**config.mk**
```make
export PLATFORM = sky130hd
export DESIGN_NAME = dmem_arbiter
export DESIGN_NICKNAME = d
export VERILOG_FILES = /design/src/rtl/dmem_arb_pkg.sv /design/src/rtl/dmem_arb_burst_cnt.sv /design/src/rtl/dmem_arbiter.sv
export SDC_FILE = /design/constraint.sdc
export NUM_CORES = 1
export LEC_CHECK = 0
export BUFFER_PORTS_ARGS = -buffer_cell sky130_fd_sc_hd__buf_2
export CAP_MARGIN = 20
export CORE_AREA = 2 2 54 56
export DETAILED_ROUTE_END_ITERATION = 8
export DIE_AREA = 0 0 56 58
export PLACE_DENSITY = 0.82
export SLEW_MARGIN = 40
export SYNTH_ARGS = -nofsm -noshare
export SYNTH_HDL_FRONTEND = slang
export SYNTH_SLANG_ARGS = --single-unit
```
**constraint.sdc**
```tcl
create_clock -name clk -period 2.9 [get_ports clk]
set_input_delay 0.145 -clock clk [delete_from_list [all_inputs] [get_ports clk]]
set_output_delay 0.145 -clock clk [all_outputs]
set_load 0.03 [all_outputs]
```
**src/rtl/dmem_arb_pkg.sv**
```systemverilog
// Shared types and defaults for the data-memory arbiter between core and host.
// Owner/state encodings are used by dmem_arbiter and its burst counter.
package dmem_arb_pkg;

  localparam int DEF_AW        = 16;
  localparam int DEF_DW        = 8;
  localparam int DEF_MAX_BURST = 8;

  typedef enum logic [1:0] {
    OWN_NONE = 2'd0,
    OWN_CORE = 2'd1,
    OWN_HOST = 2'd2
  } owner_e;

  typedef enum logic [1:0] {
    ST_IDLE       = 2'd0,
    ST_CORE       = 2'd1,
    ST_HOST_BURST = 2'd2
  } state_e;

  function automatic int burst_cnt_width(input int max_burst);
    return $clog2(max_burst + 1);
  endfunction

endpackage

```
**src/rtl/dmem_arb_burst_cnt.sv**
```systemverilog
// Saturating count of consecutive locked host grants; clear wins over increment,
// and clear+increment together loads 1 (first grant of a new burst).
module dmem_arb_burst_cnt
  import dmem_arb_pkg::*;
#(
  parameter int MAX_BURST = DEF_MAX_BURST,
  parameter int CW        = burst_cnt_width(MAX_BURST)
) (
  input  logic clk,
  input  logic reset,
  input  logic clr_i,
  input  logic inc_i,
  output logic at_max_o
);

  localparam logic [CW-1:0] MAX_V = CW'(MAX_BURST);

  logic [CW-1:0] cnt_q, cnt_d;

  assign at_max_o = (cnt_q == MAX_V);

  always_comb begin
    cnt_d = cnt_q;
    if (clr_i) begin
      cnt_d = inc_i ? CW'(1) : '0;
    end else if (inc_i && !at_max_o) begin
      cnt_d = cnt_q + CW'(1);
    end
  end

  always_ff @(posedge clk or posedge reset) begin
    if (reset) begin
      cnt_q <= '0;
    end else begin
      cnt_q <= cnt_d;
    end
  end

endmodule

```
**src/rtl/dmem_arbiter.sv**
```systemverilog
// Single-port data RAM arbiter: core vs host, host burst locking with a bounded
// burst, one-cycle read return routing. DMEM_ARB_RR_EN selects round-robin.
module dmem_arbiter
  import dmem_arb_pkg::*;
#(
  parameter int AW        = DEF_AW,
  parameter int DW        = DEF_DW,
  parameter int MAX_BURST = DEF_MAX_BURST
) (
  input  logic          clk,
  input  logic          reset,
  input  logic          core_req,
  input  logic          core_we,
  input  logic [AW-1:0] core_addr,
  input  logic [DW-1:0] core_wdata,
  input  logic          host_req,
  input  logic          host_we,
  input  logic [AW-1:0] host_addr,
  input  logic [DW-1:0] host_wdata,
  input  logic          host_lock,
  output logic          core_gnt,
  output logic          host_gnt,
  output logic          core_stall,
  output logic          core_rvalid,
  output logic [DW-1:0] core_rdata,
  output logic          host_rvalid,
  output logic [DW-1:0] host_rdata,
  output logic          mem_en,
  output logic          mem_we,
  output logic [AW-1:0] mem_addr,
  output logic [DW-1:0] mem_wdata,
  input  logic [DW-1:0] mem_rdata
);

  state_e state_q, state_d;
  owner_e rd_owner_q, rd_owner_d;
  logic   cnt_clr, cnt_inc, cnt_at_max;
  logic   burst_hold;

`ifdef DMEM_ARB_RR_EN
  logic core_first_q, core_first_d;
`endif

  dmem_arb_burst_cnt #(
    .MAX_BURST (MAX_BURST)
  ) u_burst_cnt (
    .clk      (clk),
    .reset    (reset),
    .clr_i    (cnt_clr),
    .inc_i    (cnt_inc),
    .at_max_o (cnt_at_max)
  );

  assign burst_hold = (state_q == ST_HOST_BURST) && host_req && host_lock;

  always_comb begin
    core_gnt = 1'b0;
    host_gnt = 1'b0;
    state_d  = state_q;
    cnt_clr  = 1'b1;
    cnt_inc  = 1'b0;
`ifdef DMEM_ARB_RR_EN
    core_first_d = core_first_q;
`endif
    if (burst_hold) begin
      // Core gets exactly one slot once the burst limit is reached.
      state_d = ST_HOST_BURST;
      if (cnt_at_max && core_req) begin
        core_gnt = 1'b1;
      end else begin
        host_gnt = 1'b1;
        cnt_clr  = 1'b0;
        cnt_inc  = 1'b1;
      end
    end else begin
      if (core_req && host_req) begin
`ifdef DMEM_ARB_RR_EN
        core_gnt = core_first_q;
        host_gnt = !core_first_q;
`else
        core_gnt = 1'b1;
`endif
      end else begin
        core_gnt = core_req;
        host_gnt = host_req;
      end
      cnt_inc = host_gnt && host_lock;
      if (core_gnt) begin
        state_d = ST_CORE;
      end else if (host_gnt && host_lock) begin
        state_d = ST_HOST_BURST;
      end else begin
        state_d = ST_IDLE;
      end
    end
    // Nothing may be accepted while reset is held, so no read can be launched.
    if (reset) begin
      core_gnt = 1'b0;
      host_gnt = 1'b0;
    end
`ifdef DMEM_ARB_RR_EN
    if (core_gnt) begin
      core_first_d = 1'b0;
    end else if (host_gnt) begin
      core_first_d = 1'b1;
    end
`endif
  end

  always_comb begin
    mem_en    = core_gnt | host_gnt;
    mem_we    = 1'b0;
    mem_addr  = '0;
    mem_wdata = '0;
    if (core_gnt) begin
      mem_we    = core_we;
      mem_addr  = core_addr;
      mem_wdata = core_wdata;
    end else if (host_gnt) begin
      mem_we    = host_we;
      mem_addr  = host_addr;
      mem_wdata = host_wdata;
    end
  end

  always_comb begin
    rd_owner_d = OWN_NONE;
    if (core_gnt && !core_we) begin
      rd_owner_d = OWN_CORE;
    end else if (host_gnt && !host_we) begin
      rd_owner_d = OWN_HOST;
    end
  end

  assign core_stall  = core_req & ~core_gnt;
  assign core_rvalid = (rd_owner_q == OWN_CORE);
  assign host_rvalid = (rd_owner_q == OWN_HOST);
  assign core_rdata  = core_rvalid ? mem_rdata : '0;
  assign host_rdata  = host_rvalid ? mem_rdata : '0;

  always_ff @(posedge clk or posedge reset) begin
    if (reset) begin
      state_q    <= ST_IDLE;
      rd_owner_q <= OWN_NONE;
    end else begin
      state_q    <= state_d;
      rd_owner_q <= rd_owner_d;
    end
  end

`ifdef DMEM_ARB_RR_EN
  always_ff @(posedge clk or posedge reset) begin
    if (reset) begin
      core_first_q <= 1'b1;
    end else begin
      core_first_q <= core_first_d;
    end
  end
`endif

endmodule

```
==> impl_metrics.ini <==
[job]
maxCapViolCount = 0

[yosys]
netlist_area_sq_um = 869.6
syn-num-nets = 160
ys_ff_latch = 8
ys_seq_area_share_pct = 23.02
yosysUniqueCellTypes = 29
ys_warn_count = 0
avgSynthCellArea_sq_um = 9.154
synthCells = 95

[placed_design]
dpl.hpwl_um = 2549
place.gp.congestion = 0.7520
portBuffers = 109
placed_area_sq_um = 1400
place_ws_ns = 0.9155

[cells_and_area]
layout-drive-gt1-share_pct = 59.00
finalInstanceArea_sq_um = 1433
syn_to_final_growth_pct = 64.75
num-nets-final = 267
antenna_cells = 0

[clock_tree]
worstSkewPairLatency_ns = 0.26
clock-sinks = 8
cts_tree = yes
cts_resized = 0
cts_buffer_depth = 2
clk_pin_slew_ns = 0.05
cts_buffers = 3
post-cts-setup-buffers = 0
h-tree-depth = 1
cts_root_buf = clkbuf_4

[timing]
finClkSkew_ns = 0.003780
finalCritPeriodShare_pct = 80.27
hold_viol = 0
worst_slew_pin_slew_ns = 0.5728
totalNegativeSetupSlack_ns = 0
slew_violations = 0
slew_headroom_pct = 61.76
rsz0062_at_grt = false
final.setup.worst_slack_ns = 0.5722
min_period_ns = 2.328
max_freq_ghz = 0.4296
setup_viol = 0

[critical_path]
critPathMaxStageDelay_ns = 0.53
cp_max_fo = 35
required_ns = 2.76
critPathLaunchType = input port
path_cells = dlygate4sd3_1 > buf_2 > inv_2 > o211a_1 > buf_4 > a32o_1 > buf_2
rrSetupSlack_ns = 1.20
arrival_ns = 2.18
worstSetupEndpointType = output pin
worst_r2r_path_depth = 6
path_class = input port to output pin
crit_path_top_delay_cell = dlygate4sd3_1
cp_common_cell = buf_2

[global_routing]
antenna_found_initial = 0
grt_pass1_vias = 1012
grt_start_max_net_pins = 36
grt_use_total_pct = 18.34
grt-ovfl-total = 0
grt_pass1_wl_um = 4747

[pwr]
ir_drop_mv = 0.1916
power_density_nw_per_um2 = 280.6
p_leak_nw = 0.8385

[die]
rows = 19
dieArea_sq_um = 3248
core_region_area_sq_um = 2663
die_y_um = 58
io_pins = 110
initial_core_util_pct = 32.66
die_w_um = 56

[routing]
vias_per_cell = 5.069
wl_per_cell_um = 13.82
dr.pass1.iters = 4
wirelength_um = 3193
drc_errors = 0
vias = 1171
first_iter_violations = 68
ant_nets = 0

[worst_hold_path]
min_path_cells = 2
hold_path_class = input port to flip-flop

[outcome]
status = finished, final reports clean
through the flow:
stage / utilization (%) / instances / total power [mW] / hold slack [ns]
2_1_floorplan: - / 95 / 0.2413 / 0.2106
3_3_place_gp: 52.58 / 227 / 0.3155 / 0.2437
3_5_place_dp: 52.58 / 227 / 0.3166 / 0.2429
4_1_cts: 53.81 / 231 / 0.4060 / 0.04686
5_1_grt: 53.81 / 231 / 0.4253 / 0.05321
6_report: 53.81 / 231 / 0.4019 / 0.05250
report_power, final:
part,internal (mW),switching [mW]
combinational,0.0776,0.122
clock,0.0474,0.0381
sequential,0.115,0.00188
layer usage:
layer / vias to the layer above / track usage (%) / wire, um
li1: 581 / - / -
met1: 519 / 23.72 / 1314
met2: 66 / 30.25 / 1520
met3: 5 / 5.134 / 327
met4: 0 / 5.102 / 30
met5: - / 0 / 0
cell usage in the layout, fill, tap and decap left out, drive strengths merged:
| master | netlist | routed |
|---|---|---|
| buf | 6 | 111 |
| a32o | 25 | 25 |
| and2 | 17 | 17 |
| dfrtp | 8 | 8 |
| inv | 4 | 4 |
| nor2 | 3 | 3 |
| nor2b | 3 | 3 |
| clkbuf | 4 | 3 |
| and3b | 2 | 2 |
| nor3 | 2 | 2 |
| nand2 | 2 | 2 |
| o21ai | 2 | 2 |
| a21oi | 2 | 2 |
| nand2b | 2 | 2 |
| ha | 2 | 2 |
| nand4b | 1 | 1 |
| xnor2 | 1 | 1 |
| o211a | 1 | 1 |
| o2bb2ai | 1 | 1 |
| a2bb2oi | 1 | 1 |
| a21o | 1 | 1 |
| a21boi | 1 | 1 |
| nand3b | 1 | 1 |
| mux2i | 1 | 1 |
| mux2 | 1 | 1 |
| nand3 | 1 | 1 |
| dlygate4sd3 | 0 | 1 |
cell families after synthesis:
family                     after synthesis  share of synthesized area [%]
buffers and inverters                   14                          9.638
adders and majority gates                2                          2.877
AOI/OAI and AO/OA                       34                          36.69
xor gates and xnor gates                 1                          1.007
and+or+nand+nor                         34                          24.32
DFF                                      8                          23.02
muxes                                    2                          2.446
Yosys cell counts, drive strengths merged:
cell     instances  share of area (%)
o2bb2ai          1                1.7
clkbuf           4                1.7
dfrtp            8                 23
a21oi            2                1.2
ha               2                2.9
nor3             2                1.2
o21ai            2                1.2
nor2b            3                2.2
a32o            25                 29
inv              4                1.7
mux2i            1                1.2
a21boi           1               0.86
nand2            2               0.86
nand3            1               0.57
xnor2            1                1.0
mux2             1                1.3
nand4b           1                1.7
nand3b           1               0.86
a21o             1               0.86
a2bb2oi          1                1.0
nor2             3                1.3
nand2b           2                1.4
buf              6                6.2
and3b            2                2.0
and2            17                 12
o211a            1                1.2
state kept, by name (all words and copies together), names as in the netlist:
name	flops
u_burst_cnt.cnt_q	4
state_q	2
rd_owner_q	2
path summary, 6_finish.rpt:
check,from,endpoint
max,reset,mem_wdata[7]
min,core_we,rd_owner_q[0]$_DFF_PP0_
max reg2reg,u_burst_cnt.cnt_q[0]$_DFFE_PP0P_,rd_owner_q[0]$_DFF_PP0_
min reg2reg,u_burst_cnt.cnt_q[3]$_DFFE_PP0P_,u_burst_cnt.cnt_q[3]$_DFFE_PP0P_
max in group asynchronous,reset,u_burst_cnt.cnt_q[2]$_DFFE_PP0P_
min in group asynchronous,reset,state_q[0]$_DFF_PP0_
cell type report:
cell class                      count  area (sq um)
Inverter                            4         15.01
Clock buffer                        3         22.52
Multi-Input combinational cell     73         585.6
Timing Repair Buffer              112         570.5
Fill cell                         286          1230
Sequential cell                     8         200.2
Tap cell                           31         38.79
timing repair:
| item | CTS | global route |
|---|---|---|
| hold buffers | 1 | 0 |
| setup endpoints to repair | 0 | 0 |
| endpoints found under the hold margin | 8 | 0 |
worst max-delay path: cells and delay by family:
family                 cells  cell delay (ns)
buffers and inverters      5             1.58
AO/OA/AOI/OAI              2             0.44
No activity file was read; power rests on OpenSTA's default activity.
